==> src/rtl/reg_bus_ctrl_if.sv <==
// Bus/control bundle between the register-datapath sequencer and its datapath.
// The master side is the sequencer; the slave side supplies run/din and consumes enables.
interface reg_bus_ctrl_if #(
  parameter int NREG   = 8,
  parameter int DATA_W = 16
);
  logic              run;
  logic [DATA_W-1:0] din;
  logic [NREG-1:0]   rin;
  logic [NREG-1:0]   rout;
  logic              ain;
  logic              gin;
  logic              gout;
  logic              dinout;
  logic              addsub;
  logic              done;
  logic              busy;

  modport master (
    input  run, din,
    output rin, rout, ain, gin, gout, dinout, addsub, done, busy
  );

  modport slave (
    output run, din,
    input  rin, rout, ain, gin, gout, dinout, addsub, done, busy
  );
endinterface

==> src/rtl/reg_bus_ctrl.sv <==
// Step sequencer for the shared-bus register datapath: fetches a 9-bit instruction
// and decodes step counter + IR into one-hot load enables and bus-driver selects.
module reg_bus_ctrl #(
  parameter int NREG   = 8,
  parameter int IRW    = 9,
  parameter int DATA_W = 16
) (
  input  logic              clock,
  input  logic              reset,
  reg_bus_ctrl_if.master    bus
);

  typedef enum logic [1:0] {T0 = 2'd0, T1 = 2'd1, T2 = 2'd2, T3 = 2'd3} step_t;

  localparam logic [2:0] OP_MV  = 3'b000;
  localparam logic [2:0] OP_MVI = 3'b001;
  localparam logic [2:0] OP_ADD = 3'b010;
  localparam logic [2:0] OP_SUB = 3'b011;

  step_t            step;
  step_t            step_next;
  logic [IRW-1:0]   ir;
  logic [2:0]       op;
  logic [2:0]       x;
  logic [2:0]       y;

  logic [NREG-1:0]  rin;
  logic [NREG-1:0]  rout;
  logic             ain;
  logic             gin;
  logic             gout;
  logic             dinout;
  logic             addsub;
  logic             done;

  // Low din bits carry no instruction information.
  logic             unused_din;
  assign unused_din = ^bus.din[DATA_W-IRW-1:0];

  assign op = ir[IRW-1 -: 3];
  assign x  = ir[5:3];
  assign y  = ir[2:0];

  function automatic logic [NREG-1:0] onehot(input logic [2:0] idx);
    logic [NREG-1:0] v;
    v = '0;
    v[idx] = 1'b1;
    return v;
  endfunction

  always_ff @(posedge clock or posedge reset) begin
    if (reset) begin
      step <= T0;
      ir   <= '0;
    end else begin
      step <= step_next;
      if (step == T0 && bus.run)
        ir <= bus.din[DATA_W-1 -: IRW];
    end
  end

  // Outputs are a pure decode of step/IR, so reset clears them without a clock.
  always_comb begin
    step_next = step;
    rin       = '0;
    rout      = '0;
    ain       = 1'b0;
    gin       = 1'b0;
    gout      = 1'b0;
    dinout    = 1'b0;
    addsub    = 1'b0;
    done      = 1'b0;
    unique case (step)
      T0: begin
        if (bus.run)
          step_next = T1;
      end
      T1: begin
        case (op)
          OP_MV: begin
            rout      = onehot(y);
            rin       = onehot(x);
            done      = 1'b1;
            step_next = T0;
          end
          OP_MVI: begin
            dinout    = 1'b1;
            rin       = onehot(x);
            done      = 1'b1;
            step_next = T0;
          end
          OP_ADD, OP_SUB: begin
            rout      = onehot(x);
            ain       = 1'b1;
            step_next = T2;
          end
          default: begin
            done      = 1'b1;
            step_next = T0;
          end
        endcase
      end
      T2: begin
        rout      = onehot(y);
        gin       = 1'b1;
        addsub    = (op == OP_SUB);
        step_next = T3;
      end
      T3: begin
        gout      = 1'b1;
        rin       = onehot(x);
        done      = 1'b1;
        step_next = T0;
      end
      default: step_next = T0;
    endcase
  end

  assign bus.rin    = rin;
  assign bus.rout   = rout;
  assign bus.ain    = ain;
  assign bus.gin    = gin;
  assign bus.gout   = gout;
  assign bus.dinout = dinout;
  assign bus.addsub = addsub;
  assign bus.done   = done;
  assign bus.busy   = (step != T0);

endmodule

==> src/flat_wrapper.sv <==
// flat-port wrapper written by rule: the top's interface ports become plain ports
module reg_bus_ctrl_flat 
#(
  parameter int NREG   = 8,
  parameter int IRW    = 9,
  parameter int DATA_W = 16
)
  (clock, reset, bus_run, bus_din, bus_rin, bus_rout, bus_ain, bus_gin, bus_gout, bus_dinout, bus_addsub, bus_done, bus_busy);
  reg_bus_ctrl_if #(.NREG(NREG), .DATA_W(DATA_W)) bus_i ();
  input  logic clock;
  input  logic reset;
  input wire logic [$bits(bus_i.run)-1:0] bus_run;
  input wire logic [$bits(bus_i.din)-1:0] bus_din;
  output wire logic [$bits(bus_i.rin)-1:0] bus_rin;
  output wire logic [$bits(bus_i.rout)-1:0] bus_rout;
  output wire logic [$bits(bus_i.ain)-1:0] bus_ain;
  output wire logic [$bits(bus_i.gin)-1:0] bus_gin;
  output wire logic [$bits(bus_i.gout)-1:0] bus_gout;
  output wire logic [$bits(bus_i.dinout)-1:0] bus_dinout;
  output wire logic [$bits(bus_i.addsub)-1:0] bus_addsub;
  output wire logic [$bits(bus_i.done)-1:0] bus_done;
  output wire logic [$bits(bus_i.busy)-1:0] bus_busy;
  assign bus_i.run = bus_run;
  assign bus_i.din = bus_din;
  assign bus_rin = bus_i.rin;
  assign bus_rout = bus_i.rout;
  assign bus_ain = bus_i.ain;
  assign bus_gin = bus_i.gin;
  assign bus_gout = bus_i.gout;
  assign bus_dinout = bus_i.dinout;
  assign bus_addsub = bus_i.addsub;
  assign bus_done = bus_i.done;
  assign bus_busy = bus_i.busy;
  reg_bus_ctrl #(.NREG(NREG), .IRW(IRW), .DATA_W(DATA_W)) u_core (.clock(clock), .reset(reset), .bus(bus_i));
endmodule
==> config.mk <==
export PLATFORM = sky130hd
export DESIGN_NAME = reg_bus_ctrl_flat
export DESIGN_NICKNAME = d
export VERILOG_FILES = /design/src/rtl/reg_bus_ctrl_if.sv /design/src/rtl/reg_bus_ctrl.sv /design/src/flat_wrapper.sv
export SDC_FILE = /design/constraint.sdc
export NUM_CORES = 1
export LEC_CHECK = 0
export CAP_MARGIN = 25
export CORE_AREA = 4 4 43 45
export CTS_CLUSTER_SIZE = 10
export DETAILED_ROUTE_END_ITERATION = 8
export DIE_AREA = 0 0 47 49
export DONT_BUFFER_PORTS = 1
export PLACE_DENSITY = 0.67
export SETUP_SLACK_MARGIN = 0.4
export SLEW_MARGIN = 10
export SYNTH_ARGS = -nofsm -noshare
export SYNTH_HDL_FRONTEND = slang
export SYNTH_SLANG_ARGS = --single-unit
==> constraint.sdc <==
create_clock -name clock -period 1.6 [get_ports clock]
set_clock_uncertainty 0.15 [all_clocks]
set_input_delay 0.24 -clock clock [delete_from_list [all_inputs] [get_ports clock]]
set_output_delay 0.24 -clock clock [all_outputs]
set_load 0.03 [all_outputs]
==> results of run 1 <==
-- metrics by stage --
| stage | instances | setup TNS (ns) | hold slack [ns] | worst slack, ns | util |
|---|---|---|---|---|---|
| after detailed placement | 120 | -4.35 | -0.0134 | -0.396 | 0.877 |
| after global placement | 120 | -3.40 | -0.0264 | -0.342 | 0.877 |
| after floorplan | 73 | -3.06 | -0.0576 | -0.264 | - |
-- logic make-up after synthesis --
kind of cell	Yosys count	share of synthesized area
AND/OR/NAND/NOR	27	0.223
AO/OA/AOI/OAI	14	0.130
buffers and inverters	6	0.0308
adder cells (fa/ha/maj)	5	0.0856
multiplexers	10	0.154
flip-flops	11	0.377
==> run_results.csv, run 1 <==
group,metric,value,unit
status,status,"stopped before the end",
status,lastStage,"clock tree synthesis (4_1_cts)",
status,firstError,"[ERROR DPL-0038] Utilization greater than 100%, impossible to legalize",
synthesis,ys_async_sr_fraction,1.00,
clocking,numCtsBuffers,3,
synthesis,synth_nets,97,
synthesis,syn_area,731,sq um
floorplan,die_w,47,um
synthesis,ys_warn_count,0,
synthesis,synthTopCellsByArea,"dfrtp_1 (38%), mux2_2 (15%), ha_1 (8.6%), o22ai_1 (5.1%), nor2_1 (3.6%)",
synthesis,synth_ff_type,"dfrtp_1",
synthesis,synth_edf_count,0,
placement,io_buffers,0,
synthesis,synth_top_cells_by_count,"dfrtp_1 (11), mux2_2 (10), nor2_1 (7), inv_1 (6), o22ai_1 (6)",
synthesis,synth_most_common_cell,"dfrtp_1",
synthesis,ys_ff_latch,11,
clocking,root_buffer,"clkbuf_4",
clocking,clock_path_buffers,2,
floorplan,io_pins,42,
clocking,post_cts_buffers,8,
synthesis,synth_top_area_share,0.377,
synthesis,avgSynthCellArea,10.0,sq um
floorplan,rows,14,
placement,gp_congestion,0.716,
synthesis,synth_top_cell_by_area,"dfrtp_1",
clocking,cts.sinks,11,
synthesis,ys_seq_area_frac,0.377,
clocking,ctsResizeCount,27,
clocking,hold_buffers,10,
placement,placed_area,1290,sq um
synthesis,synth_cell_type_count,23,
clocking,htreeDepth,1,
floorplan,dieHeight,49,um
synthesis,syn_inst,73,
floorplan,start_util,0.497,
placement,dp_hpwl,1.96,mm
==> inputs of run 2 (changes only) <==
Settings changed: CORE_AREA 4 4 43 45 to 4 4 65 67, CTS_CLUSTER_SIZE 10 to unset, DIE_AREA 0 0 47 49 to 0 0 69 71, PLACE_DENSITY 0.67 to unset, PLACE_DENSITY_LB_ADDON set to 0.15, SETUP_SLACK_MARGIN 0.4 to unset.
Clock period 1.6 ns to 2.1 ns, I/O delays scaled along.
==> run 2 against run 1 <==
Against the previous run: the flow now finishes, with violations (setup timing); synthesized cell count unchanged; area after synthesis unchanged.
==> run_results.csv, run 2 <==
group,metric,value,unit
pwr,irDropWorstVdd,0.304,mV
final_layout,layout_common_cells,"buf_4 (25), dfrtp_1 (11), mux2_2 (10)",
placement,pre_cts_ws,0.0520,ns
worst_setup_path,cp-start-kind,"register",
final_layout,nNetsFinal,128,
placement,dp_hpwl,1.76,mm
global_route,grt_max_degree,12,
route,ant_nets,0,
synthesis,synth_cell_type_count,23,
global_route,grt_remaining_overflow,0,
clocking,root_buffer,"clkbuf_8",
global_route,grt_pass1_vias,693,
route,avgViaCountPerCell,4.31,
route,firstDrtPassIters,3,
sta,hold-worst-slack,0.0760,ns
route,wl_per_cell,13.8,um
worst_setup_path,crit_arrival,1.72,ns
synthesis,synth_ff_type,"dfrtp_1",
clocking,insertion_delay,0.24,ns
synthesis,ys_ff_latch,11,
clocking,htreeDepth,1,
sta,slew_violations,0,
synthesis,synth_top_area_share,0.377,
synthesis,synth_most_common_cell,"dfrtp_1",
worst_setup_path,worstRegToRegCells,5,
pwr,power.internal,0.927,mW
job,maxCapViolations,0,
pwr,clkPwrFrac,0.123,
global_route,antenna_found_initial,0,
sta,rsz0062_at_grt,"true",
hold_path,hold_depth,1,
pwr,switching_power,0.800,mW
final_layout,synthToLayoutAreaGrowth,50.9,%
synthesis,avgSynthCellArea,10.0,sq um
sta,hold_violations,0,
synthesis,ys_seq_area_frac,0.377,
clocking,tritoncts,"built",
worst_setup_path,path_class,"reg -> out",
route,vias,651,
worst_setup_path,cp.required,1.63,ns
floorplan,core_area,3630,sq um
route,postRouteWirelength,2.09,mm
sta,fin_ws,-0.0867,ns
synthesis,synth_top_cells_by_count,"dfrtp_1 (11), mux2_2 (10), nor2_1 (7), inv_1 (6), o22ai_1 (6)",
synthesis,syn_area,731,sq um
placement,gp_congestion,0.802,
pwr,p_seq_frac,0.281,
worst_setup_path,cp_max_fo,4,
route,post-route-drc-count,0,
route,initialDrtViolationCount,16,
hold_path,hold_path_class,"in -> reg",
final_layout,fillers,389,
pwr,powerDensity,1570,nW/um^2
sta,worst_slew_pin_slew,0.432,ns
synthesis,ys_async_sr_fraction,1.00,
status,violations,"setup timing",
final_layout,mostFrequentLayoutCell,"buf_4",
synthesis,synthTopCellsByArea,"dfrtp_1 (38%), mux2_2 (15%), ha_1 (8.6%), o22ai_1 (5.1%), nor2_1 (3.6%)",
clocking,cts.sinks,11,
floorplan,start_util,0.201,
synthesis,synth_nets,97,
floorplan,dieHeight,71,um
pwr,power,1.73,mW
floorplan,rows,22,
pwr,power.share.combinational,0.596,
final_layout,largest_reg_flops,9,
final_layout,n_antenna_cell,0,
global_route,grt_use_total,0.0894,
floorplan,io_pins,42,
status,status,"finished, violations left",
final_layout,reg_top3,"u_core.ir: 9 flops, u_core.step: 1 flops",
sta,finalSetupViolations,8,
sta,min_period_over_period,1.04,
pwr,power.leakage,0.477,nW
sta,finalCriticalPeriod,2.19,ns
placement,io_buffers,0,
sta,max_slew_margin,0.712,
clocking,clock_path_buffers,2,
worst_setup_path,endpoint_kind,"primary output",
synthesis,ys_warn_count,0,
clocking,numCtsBuffers,3,
sta,max_freq,0.457,GHz
synthesis,syn_inst,73,
clocking,clk_pin_slew,0.05,ns
synthesis,synth_top_cell_by_area,"dfrtp_1",
final_layout,top_register,"u_core.ir",
global_route,grt_pass1_wl,3.50,mm
floorplan,die_w,69,um
floorplan,die_area,4900,sq um
final_layout,drive_gt1_frac,0.524,
pwr,swShare,0.463,
synthesis,synth_edf_count,0,
==> run 2: kinds of logic (layout without fill, tap and decap cells) <==
family | count (synthesis) | in the layout | share of synthesized area
AOI/OAI and AO/OA | 14 | 14 | 0.130
muxes | 10 | 10 | 0.154
adders and majority gates | 5 | 5 | 0.0856
DFF | 11 | 11 | 0.377
and+or+nand+nor | 27 | 27 | 0.223
buffers and inverters | 6 | 36 | 0.0308
==> run 2: cell type report <==
cell class	instances	area [sq um]	share of cell area
Timing Repair Buffer	26	198	0.179
Clock buffer	4	45.0	0.0409
Inverter	6	22.5	0.0204
Tap cell	48	60.1	0.0545
Sequential cell	11	275	0.250
Multi-Input combinational cell	56	502	0.455
==> run 2: worst paths after layout <==
kind	start	endpoint	slack [ns]
worst max-delay path	register	bus_rout[0]	-0.09
min in group asynchronous	reset	u_core.ir[3]	0.37
worst min register to register	u_core.ir[0]	u_core.ir[0]	0.39
max in group asynchronous	reset	u_core.ir[0]	1.13
worst max register to register	register	u_core.ir[1]	0.44
worst min-delay path	bus_din[10]	u_core.ir[3]	0.08
==> run 2: worst max-delay path, stage by stage, from the launching register on <==
cell and delay, ns:
dfrtp_1 0.36, inv_2 0.06, buf_4 0.14, ha_4 0.27, nand4b_1 0.18, o32ai_2 0.27
buf_4 0.21
==> run 2: metal layers <==
layer | routed length (um) | global-route usage
met3 | 164 | 0.0369
met4 | 41 | 0.0390
met2 | 962 | 0.141
met5 | 0 | 0
met1 | 918 | 0.107
==> run 2: what timing repair did <==
action | CTS | global route
endpoints found under the hold margin | 11 | 0
gates resized for setup | 8 | 2
hold buffers | 1 | 0
buffers inserted | 2 | 1
pin swaps | 6 | 5
endpoints found under the setup margin | 16 | 16
==> run 2: through the flow <==
stage,cell area (sq um),setup TNS (ns),instances,utilization
6_report,1100,-0.351,151,0.303
5_1_grt,1100,-1.61,151,0.303
4_1_cts,1090,-0.600,150,0.300
3_5_place_dp,981,0,143,0.270
3_3_place_gp,981,0,143,0.270
2_1_floorplan,756,-0.149,73,-
==> run 2: power groups by stage <==
stage	Combinational [mW]	Sequential [mW]	Clock, mW
after CTS	1.03	0.482	0.223
final	1.03	0.485	0.213
after floorplan	0.690	0.436	0
after detailed placement	0.939	0.468	0
after global routing	1.13	0.508	0.233
after global placement	0.927	0.467	0
Note: power is estimated with default switching activity, not from simulation.
